[src/rtl/fetch_unit.sv]
// ---------------------------------------------------------------------------
// fetch_unit
//
// Instruction fetch stage of the 8-bit CPU. It reads the current PC, issues
// byte reads to program memory over a req/ack handshake, and assembles 1- or
// 2-byte instructions. The opcode's MSB selects the length: 0 means 1 byte,
// 1 means opcode plus operand. Each assembled instruction is presented to
// decode over a valid/ready handshake. A taken branch from execute redirects
// the PC and restarts fetch at the branch target.
//
// Ports:
//   clk, reset          system clock (rising edge), async active-high reset
//   pc                  current PC from program_counter
//   pc_increment        one-cycle pulse to advance the PC
//   pc_load/pc_new_addr PC redirect on a taken branch
//   mem_addr/mem_req    program memory read address (= pc) and request
//   mem_ack/mem_rdata   memory read data valid / data
//   instr_valid/ready   handshake to decode
//   opcode/operand      assembled instruction (operand 0 for 1-byte)
//   branch_taken/target redirect request from execute
//   halted              fetch stopped on HLT
//
// Configuration macro: FETCH_HALT_EN
//   defined   - opcode 0xFF is HLT; once decode accepts it, fetch parks in
//               HALTED until reset or a taken branch.
//   undefined - 0xFF is an ordinary 2-byte instruction; halted is tied to 0.
// ---------------------------------------------------------------------------
module fetch_unit (
    input  logic       clk,
    input  logic       reset,
    input  logic [7:0] pc,
    output logic       pc_increment,
    output logic       pc_load,
    output logic [7:0] pc_new_addr,
    output logic [7:0] mem_addr,
    output logic       mem_req,
    input  logic       mem_ack,
    input  logic [7:0] mem_rdata,
    output logic       instr_valid,
    input  logic       instr_ready,
    output logic [7:0] opcode,
    output logic [7:0] operand,
    input  logic       branch_taken,
    input  logic [7:0] branch_target,
    output logic       halted
);

    typedef enum logic [2:0] {
        START   = 3'd0,
        REQ_OP  = 3'd1,
        REQ_ARG = 3'd2,
        HOLD    = 3'd3,
        HALTED  = 3'd4
    } state_t;

    state_t     state_q, state_d;
    logic [7:0] opcode_q, opcode_d;
    logic [7:0] operand_q, operand_d;

    always_ff @(posedge clk or posedge reset) begin
        if (reset) begin
            state_q   <= START;
            opcode_q  <= 8'h00;
            operand_q <= 8'h00;
        end else begin
            state_q   <= state_d;
            opcode_q  <= opcode_d;
            operand_q <= operand_d;
        end
    end

    // Next-state and PC control. A branch outranks everything except START,
    // so a coincident ack is dropped without latching or advancing the PC.
    always_comb begin
        state_d      = state_q;
        opcode_d     = opcode_q;
        operand_d    = operand_q;
        pc_increment = 1'b0;
        pc_load      = 1'b0;
        pc_new_addr  = 8'h00;

        if (state_q == START) begin
            state_d = REQ_OP;
        end else if (branch_taken) begin
            pc_load     = 1'b1;
            pc_new_addr = branch_target;
            state_d     = REQ_OP;
        end else begin
            case (state_q)
                REQ_OP: begin
                    if (mem_ack) begin
                        opcode_d     = mem_rdata;
                        operand_d    = 8'h00;
                        pc_increment = 1'b1;
                        state_d      = mem_rdata[7] ? REQ_ARG : HOLD;
                    end
                end
                REQ_ARG: begin
                    if (mem_ack) begin
                        operand_d    = mem_rdata;
                        pc_increment = 1'b1;
                        state_d      = HOLD;
                    end
                end
                HOLD: begin
                    if (instr_ready) begin
`ifdef FETCH_HALT_EN
                        state_d = (opcode_q == 8'hFF) ? HALTED : REQ_OP;
`else
                        state_d = REQ_OP;
`endif
                    end
                end
                HALTED: begin
                    // Only reset or a branch (handled above) leaves here.
                    state_d = HALTED;
                end
                default: begin
                    state_d = START;
                end
            endcase
        end
    end

    assign mem_addr    = pc;
    assign mem_req     = (state_q == REQ_OP) || (state_q == REQ_ARG);
    assign instr_valid = (state_q == HOLD);
    assign opcode      = opcode_q;
    assign operand     = operand_q;

`ifdef FETCH_HALT_EN
    assign halted = (state_q == HALTED);
`else
    assign halted = 1'b0;
`endif

endmodule

[config.mk]
export PLATFORM = sky130hd
export DESIGN_NAME = fetch_unit
export DESIGN_NICKNAME = d
export VERILOG_FILES = /design/src/rtl/fetch_unit.sv
export SDC_FILE = /design/constraint.sdc
export NUM_CORES = 1
export LEC_CHECK = 0
export BUFFER_PORTS_ARGS = -buffer_cell sky130_fd_sc_hd__buf_2
export CAP_MARGIN = 40
export CORE_ASPECT_RATIO = 1.4
export CORE_MARGIN = 3
export CORE_UTILIZATION = 37
export DETAILED_ROUTE_END_ITERATION = 16
export PLACE_DENSITY = 0.72
export SYNTH_ARGS = -nofsm -noshare
export SYNTH_HDL_FRONTEND = slang
export SYNTH_SLANG_ARGS = --single-unit
[constraint.sdc]
create_clock -name clk -period 1.44 [get_ports clk]
set_clock_uncertainty 0.2 [all_clocks]
set_input_delay 0.288 -clock clk [delete_from_list [all_inputs] [get_ports clk]]
set_output_delay 0.288 -clock clk [all_outputs]
set_load 0.1 [all_outputs]
After elaboration in Yosys (flattened, before gate mapping)

Index checks and enable logic that the tools add are counted.

Logic and storage cells: 39
Flip-flop bits (word level): 19

Bitwise gates (word level): 2
Equal/unequal tests: 9
Mux-type cells: 18
Reduce and logical (&&, ||, !) cells: 7

Operator list:

| kind               | count |
|---|---|
| $mux 8             | 4 |
| $pmux 8 s2         | 1 |
| $mux 3             | 5 |
| $pmux 3 s4         | 1 |
| $ne 4x4->1 const B | 2 |
| $mux 1             | 7 |
| $eq 3x2->1 const B | 2 |
| $reduce_and 5->1   | 1 |
| $ne 2x2->1 const B | 2 |
| $ne 4x1->1 const B | 1 |
| $reduce_and 4->1   | 1 |
| $eq 3x1->1 const B | 1 |
| $eq 3x3->1 const B | 1 |
| $logic_not 3->1    | 1 |
| $reduce_and 3->1   | 1 |
| $not 1->1          | 2 |
| $reduce_bool 2->1  | 1 |
| $reduce_or 2->1    | 1 |
| $logic_or 1x1->1   | 1 |

Depth between registers and ports, before layout

Gate-level depths: netlist of the first run.

Depth in word-level cells: 5
Gate-level depth with buffers: 5
Depth with buffers taken out: 3

Worst setup path before layout of the first run

OpenSTA, ideal clock, no wires.

Path kind: register to output
Start: reg state_q[2]
End: out pc_new_addr[0]
Arrival: 2,229 ps
Required time: 952 ps
Path slack: -1,277 ps
Stages on the path, launching flop included: 4
Path buffers: 1
Path through: dfrtp_1 -> buf_2 -> o31a_1 -> and2_1

Cells in the longest elaborated chain, start to end: 2

Ends and longest elaborated chain:

| element                  | line | RTL |
|---|---|---|
| start: declaration       | 56   | `state_t state_q, state_d;` |
| start signal: assignment | 66   | `state_q <= state_d;` |
| $logic_not 3->1          | 82   | `if (state_q == START) begin` |
| $mux 8                   | 82   |  |
| end: declaration         | 34   | `output logic [7:0] pc_new_addr,` |

No other way between the ends.

Worst setup path after layout of the first run

Start: reg state_q[0]
End: out mem_req

Cells in the longest elaborated chain, start to end: 2

Ends and longest elaborated chain:

| element                                  | line | RTL |
|---|---|---|
| $eq 3x1->1 or $eq 3x2->1 (tied branches) | 126  | `assign mem_req = (state_q == REQ_OP) \|\| (state_q == REQ_ARG);` |
| $logic_or 1x1->1 (*)                     | 126  |  |
| end: declaration                         | 36   | `output logic mem_req,` |

Every way passes the cells marked *; elsewhere a longest branch is shown, timed or not.

==> results of run 1 <==
-- final timing paths --
kind,endpoint,slack (ps),cells past startpoint
setup reg to reg,opcode[4]$_DFFE_PP0P_,-360,6
hold reg to reg,operand[1]$_DFFE_PP0P_,370,2
min in group asynchronous,opcode[6]$_DFFE_PP0P_,350,4
setup / recovery,mem_req,-510,5
hold / removal,opcode[6]$_DFFE_PP0P_,30,2
max in group asynchronous,state_q[1]$_DFFE_PP0P_,470,4
-- repair_timing --
action                                  in CTS  in global routing
pin swaps                                   14                  4
endpoints found under the setup margin      29                 32
hold endpoints to repair                    19                  0
setup buffers                                5                  2
resized for setup                           52                  7
hold buffers                                 1                  0
-- kinds of logic after synthesis --
group	share of synthesized area
buffers and inverters	0.1344
muxes	0.1973
other	0.003696
and+or+nand+nor	0.1652
DFF	0.4686
xor gates and xnor gates	0.008633
AOI/OAI and AO/OA	0.02219
-- layer usage --
metal | vias to the layer above | global-route usage | part of all wire
met5 | - | 0 | 0
li1 | 395 | - | -
met4 | 0 | 0.07958 | 0.037
met3 | 10 | 0.05011 | 0.085
met2 | 54 | 0.3660 | 0.53
met1 | 396 | 0.1887 | 0.34
-- worst register-to-register path, stage by stage, from the launching register on --
cell,delay [ps]
dfrtp_1,420
buf_6,140
buf_6,110
buf_6,110
and3b_2,260
nand2_8,140
mux2_4,310
-- power breakdown --
group / total (mW) / internal, mW / switching [mW]
logic: 1.21 / 0.468 / 0.738
clock network: 0.269 / 0.108 / 0.161
registers: 0.658 / 0.590 / 0.0684
-- synth_stat cells, drive strengths merged --
| cell type | n |
|---|---|
| dfrtp | 19 |
| and2 | 8 |
| nand2 | 10 |
| a221oi | 1 |
| nor3 | 1 |
| inv | 10 |
| a21oi | 1 |
| nand3 | 1 |
| mux2 | 8 |
| and3b | 2 |
| o31a | 1 |
| or2 | 1 |
| conb | 1 |
| nor2 | 2 |
| nor4b | 1 |
| mux2i | 8 |
| xor2 | 1 |
| nor2b | 1 |
| buf | 13 |
| nor3b | 1 |
-- layout by cell type (no fill, tap or decap), drive strengths merged, types with 2 or more instances in the layout --
cell,count
buf,66
dfrtp,19
nand2,10
inv,9
mux2i,8
mux2,8
and2,8
clkbuf,4
and3b,2
nor2,2
-- state kept, by name, indices dropped and copies added (netlist names) --
name	count
opcode	8
operand	8
state_q	3
-- layout make-up --
type | instances | area (sq um) | share of cell area
Clock buffer | 4 | 26.28 | 0.01359
Inverter | 10 | 41.29 | 0.02136
Multi-Input combinational cell | 49 | 523.0 | 0.2706
Sequential cell | 19 | 476.7 | 0.2466
Tap cell | 34 | 42.54 | 0.02201
Timing Repair Buffer | 67 | 823.3 | 0.4259
-- through the flow --
stage                     total power [mW]  cell area, sq um
after floorplan                      1.488              1064
after global placement               1.743              1608
after detailed placement             1.763              1608
after CTS                            2.115              1879
after global routing                 2.202              1933
final                                2.133              1933
==> results.toml, run 1 <==
[timing]
hold_slack_ps = 32.50
setup_ws_ps = -513.4
fin_crit_sh = 1.357
layout_min_cycle_time_ps = 1953
hold_viol_final = 0
rsz0062_at_grt = "yes"
fmax_mhz = 511.9
setup_violations = 30
setup_tns_ps = -11390
slew_violations = 0

[critical_path]
cp-start-kind = "flip-flop"
critical_path_class = "flip-flop to output pin"
worstSetupStartpoint = "state_q[0]$_DFFE_PP0P_"
critPathTopFamily = "buffers and inverters"
critPathBufInv = 3
crit_path_frequent_cell = "buf_6"
crit_fanout = 2
cp-end-kind = "output pin"
slowest_stage = "dfrtp_1"
cp.arrival_ps = 1470
max_stage_delay_ps = 420
r2r_start = "state_q[0]$_DFFE_PP0P_"
crit_chain = "buf_6 > xor2_4 > buf_6 > nor2b_4 > buf_12"
cp_data_required_time_ps = 950

[synth]
synth_top_area_share = 0.4686
yosysTopAreaCell = "dfrtp_1"
syn_inst = 91
ys_seq_area_frac = 0.4686
syn-mean-instance-area_sq_um = 11.15
yosysWarnings = 0
synthTopCellsByArea = "dfrtp_1, mux2_4, buf_4, mux2i_1, and2_1"
synth.distinct_cells = 25
synth-seq-cells = 19
syn-cell-area_sq_um = 1015
syn_nets = 120

[final_layout]
finalNetCount = 179
utilization = 0.7744
area_growth_pct = 90.51
n_antenna_cell = 0
stdcell_count = 183
fillerInstances = 154
drive_gt1_frac = 0.7181

[clock_network]
cts_max_level = 1
path_clk_slew_ps = 100
clock_latency_ps = 300
cts_buffers = 3
clk_path_buf_depth = 2
ctsRootBufferMaster = "clkbuf_4"
cts_tree = "built"
cts.sink_count = 19

[grt]
antenna_found_initial = 0
overflow = 0
grt_usage = 0.1897
grt_max_degree = 20
grt_pass1_vias = 960
grt_pass1_wl_um = 4719

[power_and_ir_drop]
p_per_area_nw_per_um2 = 1103
vdd_drop_max_uv = 738.2
p_leak_nw = 0.9373

[min_path]
hold_start = "mem_rdata[6]"
hold_path_class = "input pin to flip-flop"

[placement]
dpl.cell_count = 171
io_buffers = 48
gp_congestion = 0.7986
place_ws_ps = -262.6
hpwl_um = 2092

[detailed_routing]
firstDrtPassIters = 4
ant_nets = 0
drcViolationCount = 0
vias = 855
routedWlPerCell_um = 16.69
drt-total-wl_um = 3055
drt_iter0_markers = 9
viasPerCell = 4.672

[floorplanning]
die_area_sq_um = 3416
fp.dieH_um = 67.97
die_w_um = 50.26
boundaryPins = 66
core-area_sq_um = 2496
fp-row-count = 21
initial_utilization = 0.4065

[status]
status = "complete, but fails checks"
violations = "setup timing"

[job]
maxCapViolCount = 0
Note: power is estimated with default switching activity, not from simulation.
==> run 2: changes to the inputs <==
--- a/config.mk
+++ b/config.mk
@@ -11,6 +11,7 @@
 export CORE_MARGIN = 3
 export CORE_UTILIZATION = 37
 export DETAILED_ROUTE_END_ITERATION = 16
+export HOLD_SLACK_MARGIN = 0.03
 export PLACE_DENSITY = 0.72
 export SYNTH_ARGS = -nofsm -noshare
 export SYNTH_HDL_FRONTEND = slang
==> constraint.sdc (replaced) <==
create_clock -name clk -period 1.7 [get_ports clk]
set_clock_uncertainty 0.2 [all_clocks]
set_input_delay 0.34 -clock clk [delete_from_list [all_inputs] [get_ports clk]]
set_output_delay 0.34 -clock clk [all_outputs]
set_load 0.1 [all_outputs]
==> results.toml, run 2 (synthesis gave the netlist of run 1 again) <==
[placement]
gp_congestion = 0.7765
hpwl_um = 1800
place_ws_ps = -69.72
io_buffers = 48

[final_layout]
drive_gt1_frac = 0.6364
seqCellArea_sq_um = 476.7
final_common_cell = "buf_2"
n_antenna_cell = 0
multi_input_area_sq_um = 473.0
finalNetCount = 173
utilization = 0.6366
area_growth_pct = 56.60
layout_common_cells = "buf_2, dfrtp_1, buf_12"
fillerInstances = 192

[min_path]
holdPathStages = 3
hold_start = "mem_rdata[0]"
hold_path_end = "operand[0]$_DFFE_PP0P_"
hold_path_class = "input pin to flip-flop"

[detailed_routing]
ant_nets = 0
drcViolationCount = 0
vias = 804
drt_iter0_markers = 6
drt-total-wl_um = 2413
routedWlPerCell_um = 13.63
firstDrtPassIters = 5
viasPerCell = 4.542

[timing]
fin_crit_sh = 1.167
setup_tns_ps = -3049
hold_viol_final = 0
hold_slack_ps = 87.31
fmax_mhz = 504.1
layout_min_cycle_time_ps = 1984
rsz0062_at_grt = "yes"
setup_ws_ps = -283.6
slew_violations = 0
setup_violations = 12

[clock_network]
cts_max_level = 1
clk_path_buf_depth = 2
cts_buffers = 3
clock_latency_ps = 280
cts.sink_count = 19
cts_tree = "built"
path_clk_slew_ps = 110
ctsRootBufferMaster = "clkbuf_4"

[critical_path]
critical_path_class = "flip-flop to output pin"
crit_fanout = 2
worstReg2RegEnd = "opcode[3]$_DFFE_PP0P_"
cp-start-kind = "flip-flop"
ff2ff_path_depth = 5
r2r_start = "state_q[0]$_DFFE_PP0P_"
cp.arrival_ps = 1440
cp_data_required_time_ps = 1160
r2r_slack_ps = 20
cp-end-kind = "output pin"

[floorplanning]
fp-row-count = 21
die_w_um = 50.26
die_area_sq_um = 3416
initial_utilization = 0.4065
fp.dieH_um = 67.97
boundaryPins = 66
core-area_sq_um = 2496

[grt]
grt_pass1_wl_um = 4050
grt.busiest_layer = "met2"
overflow = 0
grt_pass1_vias = 883
grt_usage = 0.1572
antenna_found_initial = 0
grt_util_met2 = 0.2598
grt_max_degree = 20
met1_usage = 0.1767
met3_usage = 0.05011

[status]
status = "complete, but fails checks"
violations = "setup timing"

[job]
maxCapViolCount = 0

[power_and_ir_drop]
vdd_drop_max_uv = 467.5
p_total_mw = 1.602
p_per_area_nw_per_um2 = 1008
p_leak_nw = 0.8308
-- run 2: changes by cell type in the layout (fill, tap and decap cells not counted), sizes merged --
| cell | change |
|---|---|
| buf | -7 |
| clkbuf | +1 |
-- run 2: per-layer routing --
metal	share of wire	up-vias	routed length [um]
met2	0.51	48	1223
met1	0.38	369	909
li1	-	381	-
met3	0.091	6	219
met4	0.024	0	59
met5	0	-	0
-- run 2: area by class of cell --
type                            instances  area share
Timing Repair Buffer                   61      0.3331
Sequential cell                        19      0.3000
Multi-Input combinational cell         49      0.2976
Tap cell                               34     0.02677
Inverter                               10     0.02598
Clock buffer                            4     0.01654
-- run 2: metrics by stage --
stage	std cells	cell area, sq um
3_3_place_gp	171	1368
4_1_cts	176	1575
6_report	177	1589
5_1_grt	177	1589
2_1_floorplan	91	1064
3_5_place_dp	171	1368
-- run 2: repair_timing --
item	in CTS	in global routing
setup endpoints to repair	20	21
gates resized for setup	42	2
hold buffers	1	0
pin swaps	3	2
setup buffers	1	1
hold endpoints to repair	19	0
-- run 2: critical path, stage by stage, from the launching register on --
cell	delay, ps
dfrtp_1	420
buf_6	140
xor2_4	160
buf_6	110
nor2b_4	140
buf_12	180
-- run 2: worst max-delay path by stage --
| stage | from | end | slack [ps] | depth (start not counted) |
|---|---|---|---|---|
| finish | state_q[0]$_DFFE_PP0P_ | mem_req | -280 | 5 |
| global route | state_q[0]$_DFFE_PP0P_ | mem_req | -360 | 5 |
| CTS | state_q[0]$_DFFE_PP0P_ | mem_req | -300 | 5 |
| detailed placement | state_q[1]$_DFFE_PP0P_ | pc_new_addr[0] | -70 | 3 |
| global placement | state_q[1]$_DFFE_PP0P_ | pc_new_addr[0] | -50 | 3 |
| floorplan | state_q[0]$_DFFE_PP0P_ | pc_new_addr[0] | -140 | 3 |
-- run 2: power breakdown --
| group | leakage, nW | switching [mW] | internal [mW] |
|---|---|---|---|
| Clock | 0.0150 | 0.132 | 0.0911 |
| Combinational | 0.575 | 0.606 | 0.244 |
| Sequential | 0.241 | 0.0292 | 0.499 |
